==> src/rtl/lsu_pkg.sv <==
// Shared types for the load/store byte sequencer: access size, FSM states
// and the data RAM geometry.
package lsu_pkg;

   typedef enum logic [1:0] {
      SZ_B = 2'd0,
      SZ_H = 2'd1,
      SZ_W = 2'd2
   } size_e;

   typedef enum logic [1:0] {
      IDLE  = 2'd0,
      BEAT0 = 2'd1,
      BEAT1 = 2'd2,
      RESP  = 2'd3
   } state_e;

   localparam int RAM_DEPTH = 1024;

   // Size code 2'b11 is treated as a word access.
   function automatic size_e decode_size(input logic [1:0] code);
      case (code)
         2'b00:   return SZ_B;
         2'b01:   return SZ_H;
         default: return SZ_W;
      endcase
   endfunction

endpackage

==> src/rtl/lsu_byte_sequencer_load_extend.sv <==
// load_extend: turns the assembled little-endian byte lanes of a load into
// the 32-bit response word, sign- or zero-extending byte and half accesses.
module load_extend
   import lsu_pkg::*;
(
   input  logic [31:0] lanes,
   input  size_e       size,
   input  logic        is_unsigned,
   output logic [31:0] rdata
);

   function automatic logic [31:0] extend(input logic [31:0] l,
                                          input size_e       sz,
                                          input logic        zext);
      logic signed [7:0]  sb;
      logic signed [15:0] sh;
      logic signed [31:0] r;
      sb = l[7:0];
      sh = l[15:0];
      case (sz)
         SZ_B: begin
            if (zext) r = {24'd0, l[7:0]};
            else      r = 32'(sb);
         end
         SZ_H: begin
            if (zext) r = {16'd0, l[15:0]};
            else      r = 32'(sh);
         end
         default: r = l;
      endcase
      return r;
   endfunction

   // Purely combinational extension of the captured lanes.
   always_comb begin
      rdata = extend(lanes, size, is_unsigned);
   end

endmodule

==> src/rtl/lsu_byte_sequencer.sv <==
// lsu_byte_sequencer: drives both ports of a 1024x8 dual-port data RAM
// (async read, sync write) to perform one byte/half/word load or store per
// request, in one or two beats of two byte lanes each, and returns extended
// load data over a valid/ready response handshake.
// Build option: define LSU_MISALIGN_TRAP_EN to trap misaligned half/word
// accesses with rsp_err instead of silently aligning them down.
module lsu_byte_sequencer
   import lsu_pkg::*;
#(
   parameter int ADDR_W = $clog2(RAM_DEPTH)
) (
   input  logic              clk,
   input  logic              rst,
   input  logic              req_valid,
   output logic              req_ready,
   input  logic              req_we,
   input  logic [1:0]        req_size,
   input  logic              req_unsigned,
   input  logic [31:0]       req_addr,
   input  logic [31:0]       req_wdata,
   output logic              rsp_valid,
   input  logic              rsp_ready,
   output logic [31:0]       rsp_rdata,
   output logic              rsp_err,
   output logic [ADDR_W-1:0] addr_a,
   output logic [ADDR_W-1:0] addr_b,
   output logic [7:0]        data_in_a,
   output logic [7:0]        data_in_b,
   output logic              we_a,
   output logic              we_b,
   input  logic [7:0]        data_out_a,
   input  logic [7:0]        data_out_b
);

   state_e              state, state_nxt;
   logic                accept;
   size_e               size_in;
   logic [ADDR_W-1:0]   addr_in;
   logic                trap_in;

   // Request captured at accept.
   logic                we_p0;
   logic                uns_p0;
   size_e               size_p0;
   logic [ADDR_W-1:0]   addr_p0;
   logic [31:0]         wdata_p0;
   logic                err_p0;

   // Load bytes captured at the end of each beat.
   logic [31:0]         lanes_p1;
   logic [31:0]         ext_rdata;

   // Address bits above the RAM range alias onto it.
   logic                unused_addr_hi;
   assign unused_addr_hi = ^req_addr[31:ADDR_W];

   function automatic logic [ADDR_W-1:0] align(input logic [ADDR_W-1:0] a,
                                               input size_e             sz);
      case (sz)
         SZ_B:    return a;
         SZ_H:    return {a[ADDR_W-1:1], 1'b0};
         default: return {a[ADDR_W-1:2], 2'b00};
      endcase
   endfunction

   assign size_in = decode_size(req_size);
   assign addr_in = req_addr[ADDR_W-1:0];
   assign accept  = req_valid && (state == IDLE);

`ifdef LSU_MISALIGN_TRAP_EN
   assign trap_in = ((size_in == SZ_H) && addr_in[0]) ||
                    ((size_in == SZ_W) && (addr_in[1:0] != 2'b00));
`else
   assign trap_in = 1'b0;
`endif

   // State register and trap flag; the only reset state in the block.
   always_ff @(posedge clk) begin
      if (rst) begin
         state  <= IDLE;
         err_p0 <= 1'b0;
      end else begin
         state <= state_nxt;
         if (accept) err_p0 <= trap_in;
      end
   end

   // Request capture; address is stored already aligned to the access size.
   always_ff @(posedge clk) begin
      if (accept) begin
         we_p0    <= req_we;
         uns_p0   <= req_unsigned;
         size_p0  <= size_in;
         addr_p0  <= align(addr_in, size_in);
         wdata_p0 <= req_wdata;
      end
   end

   // Load lane capture: BEAT0 fills bytes 0/1 (clearing the upper half), BEAT1 bytes 2/3.
   always_ff @(posedge clk) begin
      if (state == BEAT0) begin
         lanes_p1[7:0]   <= data_out_a;
         lanes_p1[15:8]  <= (size_p0 == SZ_B) ? 8'd0 : data_out_b;
         lanes_p1[31:16] <= 16'd0;
      end else if (state == BEAT1) begin
         lanes_p1[23:16] <= data_out_a;
         lanes_p1[31:24] <= data_out_b;
      end
   end

   // Next-state and RAM/handshake outputs; write enables are killed while rst is high.
   always_comb begin
      state_nxt = state;
      req_ready = 1'b0;
      rsp_valid = 1'b0;
      addr_a    = '0;
      addr_b    = '0;
      data_in_a = 8'd0;
      data_in_b = 8'd0;
      we_a      = 1'b0;
      we_b      = 1'b0;
      case (state)
         IDLE: begin
            req_ready = 1'b1;
            if (accept) state_nxt = trap_in ? RESP : BEAT0;
         end
         BEAT0: begin
            addr_a = addr_p0;
            if (we_p0) begin
               data_in_a = wdata_p0[7:0];
               we_a      = !rst;
            end
            if (size_p0 != SZ_B) begin
               addr_b = addr_p0 + ADDR_W'(1);
               if (we_p0) begin
                  data_in_b = wdata_p0[15:8];
                  we_b      = !rst;
               end
            end
            state_nxt = (size_p0 == SZ_W) ? BEAT1 : RESP;
         end
         BEAT1: begin
            addr_a = addr_p0 + ADDR_W'(2);
            addr_b = addr_p0 + ADDR_W'(3);
            if (we_p0) begin
               data_in_a = wdata_p0[23:16];
               data_in_b = wdata_p0[31:24];
               we_a      = !rst;
               we_b      = !rst;
            end
            state_nxt = RESP;
         end
         RESP: begin
            rsp_valid = 1'b1;
            if (rsp_ready) state_nxt = IDLE;
         end
         default: state_nxt = IDLE;
      endcase
   end

   load_extend u_load_extend (
      .lanes       (lanes_p1),
      .size        (size_p0),
      .is_unsigned (uns_p0),
      .rdata       (ext_rdata)
   );

   // Response data is zero for stores and trapped accesses, and outside RESP.
   assign rsp_rdata = ((state == RESP) && !we_p0 && !err_p0) ? ext_rdata : 32'd0;

`ifdef LSU_MISALIGN_TRAP_EN
   assign rsp_err = (state == RESP) && err_p0;
`else
   assign rsp_err = 1'b0;
`endif

endmodule

==> config.mk <==
export PLATFORM = sky130hd
export DESIGN_NAME = lsu_byte_sequencer
export DESIGN_NICKNAME = d
export VERILOG_FILES = /design/src/rtl/lsu_pkg.sv /design/src/rtl/lsu_byte_sequencer_load_extend.sv /design/src/rtl/lsu_byte_sequencer.sv
export SDC_FILE = /design/constraint.sdc
export NUM_CORES = 1
export LEC_CHECK = 0
export BUFFER_PORTS_ARGS = -buffer_cell sky130_fd_sc_hd__buf_4
export CORE_MARGIN = 3
export CORE_UTILIZATION = 48
export DETAILED_ROUTE_END_ITERATION = 7
export GPL_ROUTABILITY_DRIVEN = 0
export PLACE_DENSITY_LB_ADDON = 0.05
export SLEW_MARGIN = 20
export SYNTH_ARGS = -nofsm -noshare
export SYNTH_HDL_FRONTEND = slang
export SYNTH_SLANG_ARGS = --single-unit
==> constraint.sdc <==
create_clock -name clk -period 2.3 [get_ports clk]
set_input_delay 0.115 -clock clk [delete_from_list [all_inputs] [get_ports clk]]
set_output_delay 0.115 -clock clk [all_outputs]
set_load 0.05 [all_outputs]
# [After elaboration in Yosys (flattened, before gate mapping)]
# Index checks and enable logic that the tools add are counted.
[totals] regBits=80 input_bits=88 elab_cells=58
[op_classes] n_addsub=3 n_eq_ne=9 n_mux=26 n_reduce_logical=11
[ops] cell="$mux W32" count=3
[ops] cell="$pmux W32 S2" count=1
[ops] cell="$mux W8" count=5
[ops] cell="$pmux W10 S2" count=2
[ops] cell="$pmux W8 S2" count=2
[ops] cell="$add A10 B2 Y10 const B" count=2
[ops] cell="$add A10 B1 Y10 const B" count=1
[ops] cell="$mux W10" count=1
[ops] cell="$eq A2 B1 Y1 const B" count=4
[ops] cell="$logic_not A2 Y1" count=4
[ops] cell="$pmux W2 S2" count=2
[ops] cell="$pmux W2 S4" count=1
[ops] cell="$eq A2 B2 Y1 const B" count=3
[ops] cell="$mux W1" count=6
[ops] cell="$mux W2" count=2
[ops] cell="$ne A2 B2 Y1 const B" count=2
[ops] cell="$logic_and A1 B1 Y1" count=2
[ops] cell="$logic_not A1 Y1" count=2
[ops] cell="$pmux W1 S2" count=1
[ops] cell="$reduce_and A2 Y1" count=1
[ops] cell="$reduce_bool A2 Y1" count=1
[ops] cell="$reduce_or A2 Y1" count=1

# [Depth between registers and ports, before layout]
# Gate-level depths: netlist (run 1).
[depth] ltp_word=4 ltp_mapped=8

# [Modules after synthesis]
# From an unflattened synthesis (run 1), not the netlist that was laid out.
[unflattened] cells_unflattened=395 area_unflattened_um2=4221.5
[by_module_without_submodules] mod="lsu_byte_sequencer" instances=1 cells_per_inst=328 area_per_inst_um2=3866.2 seq_area_each_um2=2222.1
[by_module_without_submodules] mod="load_extend" instances=1 cells_per_inst=67 area_per_inst_um2=355.3 seq_area_each_um2=0.0

# [Worst setup path after synthesis (run 1)]
# OpenSTA, ideal clock, no wires.
[synth_timing] path_kind="reg-to-output" from="register state[0]" to="output port addr_a[8]" arrival_time_ps=2733 required_ps=2185 path_slack_ps=-548 path_stages_with_launch=6 n_path_buf=1 cell_sequence="dfxtp_1 inv_1 ha_1 nand2_1 clkbuf_1 o41ai_1"
[synth_via] elab_chain_len=2
[synth_lines] item="start, declared" line_no="lsu_byte_sequencer.sv:35" rtl="state_e state, state_nxt;"
[synth_lines] item="start signal, assigned" line_no="lsu_byte_sequencer.sv:83" rtl="state <= state_nxt;"
[synth_lines] item="$eq A2 B2 Y1 / $eq A2 B1 Y1 (equally long branches)" line_no="lsu_byte_sequencer.sv:122" rtl="case (state)"
[synth_lines] item="$pmux W10 S2 (*)" line_no="lsu_byte_sequencer.sv:122"
[synth_lines] item="end, declared" line_no="lsu_byte_sequencer.sv:25" rtl="output logic [ADDR_W-1:0] addr_a,"
# Every way passes the cells marked *; elsewhere a longest branch is shown, timed or not.

# [Worst setup path in the final report (run 1)]
[layout_timing] from="register addr_p0[1]" to="output port addr_b[6]"
[layout_via] elab_chain_len=3
[layout_lines] item="start, declared" line_no="lsu_byte_sequencer.sv:45" rtl="logic [ADDR_W-1:0] addr_p0;"
[layout_lines] item="start signal, assigned" line_no="lsu_byte_sequencer.sv:94" rtl="addr_p0 <= align(addr_in, size_in);"
[layout_lines] item="$add A10 B1 Y10" line_no="lsu_byte_sequencer.sv:134" rtl="addr_b = addr_p0 + ADDR_W'(1);"
[layout_lines] item="$mux W10" line_no="lsu_byte_sequencer.sv:133" rtl="if (size_p0 != SZ_B) begin"
[layout_lines] item="$pmux W10 S2 (*)" line_no="lsu_byte_sequencer.sv:122"
[layout_lines] item="end, declared" line_no="lsu_byte_sequencer.sv:26" rtl="output logic [ADDR_W-1:0] addr_b,"
# Marks and branches as above.

==> impl_metrics.json, run 1 <==
{
  "outcome": "completed",
  "yosysTopAreaCellShare_pct": 47.36,
  "final_core_util_pct": 77.42,
  "overflow": 0,
  "layout-drive-gt1-share_pct": 41.58,
  "htreeDepth": 3,
  "first_pass_iters": 4,
  "synth_top_cell_by_area": "edfxtp_1",
  "reg2reg_from": "state[1]",
  "coreArea_mm2": 0.007848,
  "final_nets": 649,
  "grt_pass1_vias": 3545,
  "synthFlopType": "edfxtp_1",
  "crit_required_ps": 2180,
  "maxCapViolCount": 0,
  "root_buffer": "clkbuf_8",
  "synth-edff-count": 62,
  "placed_area_mm2": 0.005239,
  "synth_fp_nets": 457,
  "leakagePower_nw": 2.408,
  "vdd_drop_max_v": 0.0005846,
  "grt_pass1_wl_um": 17270,
  "vias_per_cell": 5.228,
  "cts_buffers": 9,
  "clk_latency_ps": 340,
  "portBuffers": 137,
  "antenna_left": 0,
  "min_to": "lanes_p1[27]",
  "finalCritPeriodShare_pct": 95.77,
  "grtUsageTotal_pct": 24.22,
  "dieWidth_um": 96.50,
  "wl_per_cell_um": 16.88,
  "place_inst": 586,
  "clock-sinks": 80,
  "path_class": "flip-flop to output pin",
  "setup_viol": 0,
  "drt_iter0_markers": 129,
  "ys_seq_area_share_pct": 56.52,
  "top_layer_used": "met4",
  "drc_errors": 0,
  "routed-wl-met2_um": 5820,
  "fin_ws_ps": 97.33,
  "design_area_mm2": 0.006076,
  "synth_seq_cells": 80,
  "fin_cells": 661,
  "reg2reg_to": "state[0]",
  "ys_top_cells_by_area": "edfxtp_1 47%, dfxtp_1 9.2%, mux2i_1 4.8%",
  "hp-class": "primary input to flip-flop",
  "r2r_cells": 6,
  "pre_cts_ws_ps": 149.8,
  "end_kind": "output pin",
  "path_clk_slew_ps": 90,
  "wl_met1_um": 4581,
  "wl_met3_um": 616,
  "ioPinCount": 161,
  "rows": 32,
  "fillers": 527,
  "finalWirelength_um": 11160,
  "cp.arrival_ps": 2090,
  "hp-start": "data_out_b[3]",
  "antenna_found_initial": 0,
  "p_per_area_mw_per_mm2": 1123,
  "start_util_pct": 50.10,
  "drv_slew": 0,
  "syn_area_mm2": 0.003931,
  "clockBufferDepth": 2,
  "critical_path.max_fanout": 4,
  "synthArstFlopShare_pct": 0,
  "ff2ff_setup_slack_ps": 590,
  "cp-start-kind": "flip-flop",
  "finalHoldViolCount": 0,
  "fmax_mhz": 454.0,
  "ys_warn_count": 0,
  "synth.distinct_cells": 44,
  "synthCells": 361,
  "num_vias": 3456,
  "fin_skew_ps": 10.18,
  "syn_area_per_cell_um2": 10.89,
  "dpl.hpwl_um": 6917,
  "layout_min_cycle_time_ps": 2203,
  "cts_tree": "done",
  "area_delta_synth_final_pct": 54.55,
  "holdWs_ps": 26.36,
  "hold_path_depth": 3,
  "grt_max_degree": 47,
  "die_h_um": 96.50,
  "dieArea_mm2": 0.009312
}
-- worst max-delay path by stage --
stage	end	cells after the start	slack, ps	startpoint
global placement	addr_b[9]	7	300	state[0]
global route	addr_b[8]	8	-10	state[0]
finish	addr_b[6]	6	100	addr_p0[1]
detailed placement	addr_b[9]	7	150	state[1]
CTS	addr_b[9]	7	40	state[1]
floorplan	addr_b[0]	8	-440	state[1]
-- routing by layer --
layer	vias up	track usage, %
li1	1666	-
met1	1662	29.46
met2	114	42.47
met3	14	5.964
met4	0	7.126
met5	-	0
-- critical path, cell delays in order, from the launching register on --
cell and delay (ps):
edfxtp_1 440, inv_2 60, ha_2 170, nand3b_1 170, or4b_1 540, a31oi_2 190
buf_6 180
-- through the flow --
stage | power [mW] | setup TNS [ps]
after floorplan | 4.598 | -2649
after global placement | 5.392 | 0
after detailed placement | 5.471 | 0
after CTS | 6.756 | 0
after global routing | 7.195 | -12.90
final | 6.826 | 0
-- Yosys cell counts (3+ instances only) --
cell       instances
o21ai_1            6
a21oi_2            8
nand2_1           16
nor2b_1            3
a41oi_1            3
o211ai_1           3
nand3_1            6
a21oi_1           21
ha_1               8
xor2_1             4
mux2i_1           19
a22oi_1           23
nor3_1             3
a31oi_1            4
and2_1            19
buf_6              4
buf_2              5
nor2_1            47
dfxtp_1           18
o2bb2ai_1          3
inv_1             24
edfxtp_1          62
clkbuf_1          17
xnor2_1            8
-- power by group --
group          internal, mW  switching, mW
Combinational          1.15           2.20
Sequential             2.09          0.243
Clock                 0.614          0.539
Total                  3.85           2.98
-- layout make-up --
| class | instances | area, um2 | share of cell area, % |
|---|---|---|---|
| sequential | 80 | 2225 | 36.61 |
| timing repair buffer | 210 | 1727 | 28.42 |
| multi-input combinational | 228 | 1687 | 27.76 |
| tap | 102 | 127.6 | 2.100 |
| clock buffer | 9 | 123.9 | 2.039 |
| clock inverter | 7 | 93.84 | 1.544 |
| inverter | 24 | 90.09 | 1.483 |
| antenna | 1 | 2.502 | 0.04119 |
-- state kept, by name, summed over array words and instances, names as in the netlist --
register	cells
lanes_p1	32
wdata_p0	32
addr_p0	10
size_p0	2
state	2
uns_p0	1
we_p0	1
-- placed cells by master (no fill, tap or decap), types with 3 or more instances in the layout --
master	count
a21oi_2	23
a21oi_4	4
a22oi_1	23
and2_1	17
buf_4	155
clkbuf_8	9
dfxtp_1	16
dlygate4sd3_1	52
edfxtp_1	62
ha_1	3
ha_2	4
inv_1	23
mux2i_1	19
nand2_1	16
nand3_1	5
nor2_1	35
nor2_2	12
nor2b_1	3
o211ai_1	3
o21ai_1	4
o2bb2ai_1	3
xnor2_1	8
xor2_1	4
-- cell families (layout without fill, tap and decap cells) --
kind of cell	after synthesis	in the layout	share of synthesized area, %
buf+inv	53	250	6.079
xor+xnor	12	12	2.673
mux	20	20	5.124
simple gates	106	106	13.02
fa+ha+maj	8	8	2.546
other cells	1	2	0.09539
flops	80	80	56.52
compound gates	81	81	13.94
-- repair_timing --
| action | in CTS | in global routing |
|---|---|---|
| pin swaps | 2 | 2 |
| resized for setup | 4 | 9 |
| buffers inserted | 4 | 2 |
| hold endpoints to repair | 53 | 0 |
| hold buffers | 52 | 0 |
| setup endpoints to repair | 4 | 6 |
Note: power is estimated with default switching activity, not from simulation.
==> inputs of run 2 (changes only) <==
CORE_UTILIZATION = 49   (was 48)
SYNTH_HIERARCHICAL = 1   (was not set)
==> run 2 against run 1 <==
Compared with the run above: global-route usage decreased by 2.8 points; sequential cell count unchanged; sequential share of layout area decreased by 0.11 points; combinational power about the same; critical endpoint is now addr_b[7].
==> impl_metrics.json, run 2 <==
{
  "outcome": "completed",
  "area.sequential_mm2": 0.002227,
  "num_vias": 3553,
  "root_buffer": "clkbuf_8",
  "layout-drive-gt1-share_pct": 35.94,
  "drc_errors": 0,
  "cp.arrival_ps": 2070,
  "fin_skew_ps": 9.483,
  "cp-start-kind": "flip-flop",
  "multiInputGateArea_mm2": 0.001824,
  "dpl.hpwl_um": 6704,
  "synth_seq_cells": 80,
  "htreeDepth": 3,
  "final_common_cell": "buf_4",
  "synth_top_family_by_area": "simple AND/OR/NAND/NOR gates",
  "syn_area_per_cell_um2": 10.69,
  "ys_top_cells_by_area": "edfxtp_1 44%, dfxtp_1 8.5%, and2_1 5.3%",
  "start_util_pct": 50.87,
  "hp-class": "primary input to flip-flop",
  "synth-edff-count": 62,
  "synthMuxAreaShare_pct": 4.861,
  "critical_path.max_fanout": 8,
  "final_nets": 667,
  "synth_compound_area_share_pct": 12.66,
  "fillers": 573,
  "dieArea_mm2": 0.009765,
  "diodes": 0,
  "antenna_left": 0,
  "antenna_found_initial": 0,
  "leakagePower_nw": 2.506,
  "grt_max_degree": 44,
  "synth_fa_ha_area_share_pct": 2.371,
  "rsz0062_at_grt": "yes",
  "finalCritPeriodShare_pct": 95.14,
  "die_h_um": 98.82,
  "placed_area_mm2": 0.005285,
  "place_inst": 609,
  "wl_per_cell_um": 15.46,
  "syn_area_mm2": 0.004222,
  "first_pass_iters": 4,
  "design_area_mm2": 0.006101,
  "synthArstFlopShare_pct": 0,
  "fmax_mhz": 457.0,
  "synth-simple-area-share_pct": 18.70,
  "fin_cells": 681,
  "grt_pass1_wl_um": 16820,
  "synth_xor_area_share_pct": 2.075,
  "synth_fp_nets": 491,
  "clockBufferDepth": 2,
  "maxCapViolCount": 0,
  "grtUsageTotal_pct": 21.39,
  "finalWirelength_um": 10530,
  "tightest_slew_ps": 515.9,
  "setup_viol": 0,
  "grt_pass1_vias": 3504,
  "path_class": "flip-flop to output pin",
  "finalHoldViolCount": 0,
  "path_cells": "inv_1 -> ha_4 -> nand2_4 -> o32ai_4 -> a31oi_1 -> a31oi_2 -> buf_6",
  "top_regs": "lanes_p1 x32, wdata_p0 x32, addr_p0 x10",
  "synth_top_cell_by_area": "edfxtp_1",
  "vdd_drop_max_v": 0.0008485,
  "max_slew_margin_pct": 65.61,
  "synthCells": 395,
  "cpMaxStageDelayCell": "dfxtp_2",
  "area_delta_synth_final_pct": 44.52,
  "cts_buffers": 9,
  "ys_seq_area_share_pct": 52.64,
  "synth.distinct_cells": 53,
  "portBuffers": 137,
  "ys_warn_count": 6,
  "drt_iter0_markers": 177,
  "drv_slew": 0,
  "overflow": 0,
  "yosys-top-cells-count": "62 x edfxtp_1, 42 x nor2_1, 36 x and2_1",
  "layout_min_cycle_time_ps": 2188,
  "yosysTopAreaCellShare_pct": 44.10,
  "post-synth-top-count-cell": "edfxtp_1",
  "coreArea_mm2": 0.008299,
  "critPathMaxStageDelay_ps": 370,
  "cts_tree": "done",
  "final_cell_mix": "147 x buf_4, 62 x edfxtp_1, 52 x dlygate4sd3_1",
  "ioPinCount": 161,
  "path_clk_slew_ps": 80,
  "end_kind": "output pin",
  "p_per_area_mw_per_mm2": 1104,
  "synthFlopType": "edfxtp_1",
  "dieWidth_um": 98.82,
  "vias_per_cell": 5.217,
  "clock-sinks": 80,
  "clk_latency_ps": 340,
  "rows": 33,
  "crit_required_ps": 2180
}
==> run 2: stage by stage <==
step / util, % / power, mW / hold WS, ps / TNS [ps] / setup slack [ps]
3_3_place_gp: 63.68 / 5.439 / 293.2 / 0 / 343.9
5_1_grt: 73.51 / 7.137 / 37.96 / -69.51 / -50.25
6_report: 73.51 / 6.732 / 18.85 / 0 / 111.8
2_1_floorplan: - / 4.728 / 187.4 / -12.82 / -12.82
4_1_cts: 72.50 / 6.631 / 6.974 / -1.868 / -1.868
3_5_place_dp: 63.68 / 5.503 / 294.3 / 0 / 290.9
==> run 2: cell type report <==
type                       count  share of cell area (%)
sequential                    80                   36.51
multi-input combinational    268                   29.90
timing repair buffer         204                   27.69
clock buffer                  11                   2.317
tap                          105                   2.153
clock inverter                 5                  0.9434
inverter                       8                  0.4922
==> run 2: per-layer routing <==
layer / up-vias / track usage [%] / share of wire (%)
li1: 1726 / - / -
met1: 1670 / 26.83 / 41
met2: 139 / 35.85 / 50
met3: 18 / 4.600 / 7.0
met4: 0 / 8.824 / 2.1
met5: - / 0 / 0
==> run 2: where the power goes <==
group          switching, mW  total [mW]  internal (mW)
Sequential             0.262        2.35           2.09
Clock                  0.502        1.03          0.532
Combinational           2.11        3.35           1.24
==> run 2: cell families (layout without fill, tap and decap cells) <==
group | count (synthesis) | in the layout
and+or+nand+nor | 148 | 148
buffers and inverters | 47 | 228
adders and majority gates | 8 | 8
DFF | 80 | 80
xor gates and xnor gates | 10 | 10
other | 1 | 1
muxes | 20 | 20
AOI/OAI and AO/OA | 81 | 81
==> run 2: worst max-delay path: cells and delay by family, from the launching register on <==
family          cells  cell delay [ps]
flops               1              370
simple gates        1              100
fa+ha+maj           1              330
compound gates      3              660
buf+inv             2              290
==> run 2: repair_timing <==
action                                  in CTS  in global routing
endpoints found under the setup margin       5                 31
resized for setup                            4                  9
hold buffers                                52                  0
pin swaps                                    0                  1
setup buffers                                0                  4
endpoints found under the hold margin       53                  0
==> run 2: final timing paths <==
| path | from | endpoint | slack (ps) | depth (start not counted) |
|---|---|---|---|---|
| min reg2reg | lanes_p1[17] | lanes_p1[17] | 500 | 2 |
| min | data_out_b[2] | lanes_p1[26] | 20 | 3 |
| max | state[1] | addr_b[7] | 110 | 7 |
| max reg2reg | state[0] | lanes_p1[20] | 710 | 5 |
==> inputs of run 3 (changes only) <==
PLACE_DENSITY_LB_ADDON = 0.08   (was 0.05)
==> run 3 against run 2 <==
Compared with the run above: wire length shrank 0.35%; final cell count grew 0.29%; global-route usage is essentially flat; sequential power is essentially flat; via count shrank 1.5%; power grew 0.69%; sequential share of layout area shrank 0.15 points; critical endpoint unchanged; largest cell class unchanged; largest power group unchanged.
==> impl_metrics.json, run 3 (synthesis gave the netlist of run 2 again) <==
{
  "outcome": "completed",
  "cp-start-kind": "flip-flop",
  "path_class": "flip-flop to output pin",
  "design_area_mm2": 0.006133,
  "drv_slew": 0,
  "maxCapViolCount": 0,
  "wl_met1_um": 4535,
  "vias_per_cell": 5.123,
  "cts_tree": "done",
  "placed_area_mm2": 0.005290,
  "final_cell_mix": "146 x buf_4, 62 x edfxtp_1, 52 x dlygate4sd3_1",
  "cp.arrival_ps": 2090,
  "cpMaxStageDelayCell": "dfxtp_4",
  "place_inst": 608,
  "final_common_cell": "buf_4",
  "fmax_mhz": 453.5,
  "diodes": 0,
  "area_delta_synth_final_pct": 45.29,
  "critPathMaxStageDelay_ps": 380,
  "crit_required_ps": 2180,
  "fin_skew_ps": 11.80,
  "dieArea_mm2": 0.009765,
  "end_kind": "output pin",
  "dieWidth_um": 98.82,
  "top_layer_used": "met4",
  "vdd_drop_max_v": 0.0008062,
  "wl_per_cell_um": 15.36,
  "p_per_area_mw_per_mm2": 1105,
  "finalCritPeriodShare_pct": 95.88,
  "path_cells": "inv_1 -> ha_4 -> nand2_4 -> o32ai_4 -> a31oi_1 -> a31oi_2 -> buf_6",
  "clock-sinks": 80,
  "clockBufferDepth": 2,
  "ioPinCount": 161,
  "dpl.hpwl_um": 6567,
  "first_pass_iters": 4,
  "fillers": 575,
  "final_nets": 669,
  "start_util_pct": 50.87,
  "final_core_util_pct": 73.90,
  "drc_errors": 0,
  "fin_cells": 683,
  "grtUsageTotal_pct": 21.43,
  "wl_met3_um": 661,
  "layout_min_cycle_time_ps": 2205,
  "setup_tns_ps": 0,
  "die_h_um": 98.82,
  "grt_max_degree": 47,
  "grt_pass1_vias": 3460,
  "portBuffers": 137,
  "antenna_found_initial": 0,
  "grt_pass1_wl_um": 16900,
  "drt_iter0_markers": 169,
  "htreeDepth": 3,
  "clk_latency_ps": 350,
  "layout-drive-gt1-share_pct": 36.16,
  "cp_top_family": "compound AO/OA/AOI/OAI gates",
  "overflow": 0,
  "setup_viol": 0,
  "coreArea_mm2": 0.008299,
  "path_clk_slew_ps": 90,
  "rows": 33,
  "critical_path.max_fanout": 8,
  "root_buffer": "clkbuf_8",
  "hp-class": "primary input to flip-flop",
  "finalHoldViolCount": 0,
  "routed-wl-met2_um": 5162,
  "critPathBufInv": 2,
  "finalWirelength_um": 10490,
  "leakagePower_nw": 2.514,
  "rsz0062_at_grt": "yes",
  "top_regs": "lanes_p1 x32, wdata_p0 x32, addr_p0 x10",
  "num_vias": 3499,
  "cts_buffers": 9,
  "antenna_left": 0
}
==> run 3: cell types whose count changed in the layout (fill, tap and decap cells not counted), sizes merged <==
| cell | change |
|---|---|
| inv | +3 |
| clkinv | -2 |
| buf | +1 |
| clkbuf | -1 |
| clkinvlp | +1 |
==> run 3: worst register-to-register path, cell delays in order, from the launching register on <==
cell      delay, ps
dfxtp_4         370
inv_1           140
ha_4            260
buf_4           410
o21ai_0         210
and4b_1         240
a211oi_1        230
==> run 3: layer usage <==
layer  up-vias  global-route usage [%]
li1       1734                       -
met1      1634                   27.97
met2       119                   35.28
met3        12                   5.237
met4         0                   6.723
met5         -                       0
==> run 3: worst paths after layout <==
| kind | startpoint | to | slack, ps | depth (start not counted) |
|---|---|---|---|---|
| min | data_out_b[2] | lanes_p1[26] | 10 | 3 |
| min reg2reg | lanes_p1[28] | lanes_p1[28] | 500 | 2 |
| max | state[0] | addr_b[7] | 90 | 7 |
| max reg2reg | state[1] | state[0] | 370 | 6 |
==> run 3: area by class of cell <==
class / instances / area [um2] / area share, %
clock buffers: 9 / 123.9 / 2.020
clock inverters: 7 / 76.32 / 1.244
inverters: 8 / 30.03 / 0.4896
multi-input cells: 268 / 1833 / 29.89
flip-flops and latches: 80 / 2230 / 36.35
well taps: 105 / 131.4 / 2.142
repair buffers: 206 / 1709 / 27.87
==> run 3: repair_timing <==
action / 4_1_cts / 5_1_grt
resized for setup: 6 / 11
hold endpoints to repair: 54 / 0
setup buffers: 0 / 7
endpoints found under the setup margin: 5 / 42
pin swaps: 0 / 2
hold buffers: 52 / 0
==> run 3: through the flow <==
step	power [mW]	hold WS (ps)	setup slack, ps
floorplan	4.728	187.4	-12.82
global placement	5.444	292.8	344.9
detailed placement	5.514	294.3	303.0
CTS	6.659	3.132	-7.825
global route	7.183	24.82	-15.75
finish	6.779	13.76	94.71
==> run 3: power breakdown <==
part / internal, mW / total (mW) / leakage [nW] / switching (mW)
logic: 1.24 / 3.36 / 1.68 / 2.12
clock network: 0.512 / 1.06 / 0.0983 / 0.549
registers: 2.09 / 2.35 / 0.737 / 0.262
total: 3.85 / 6.78 / 2.51 / 2.93
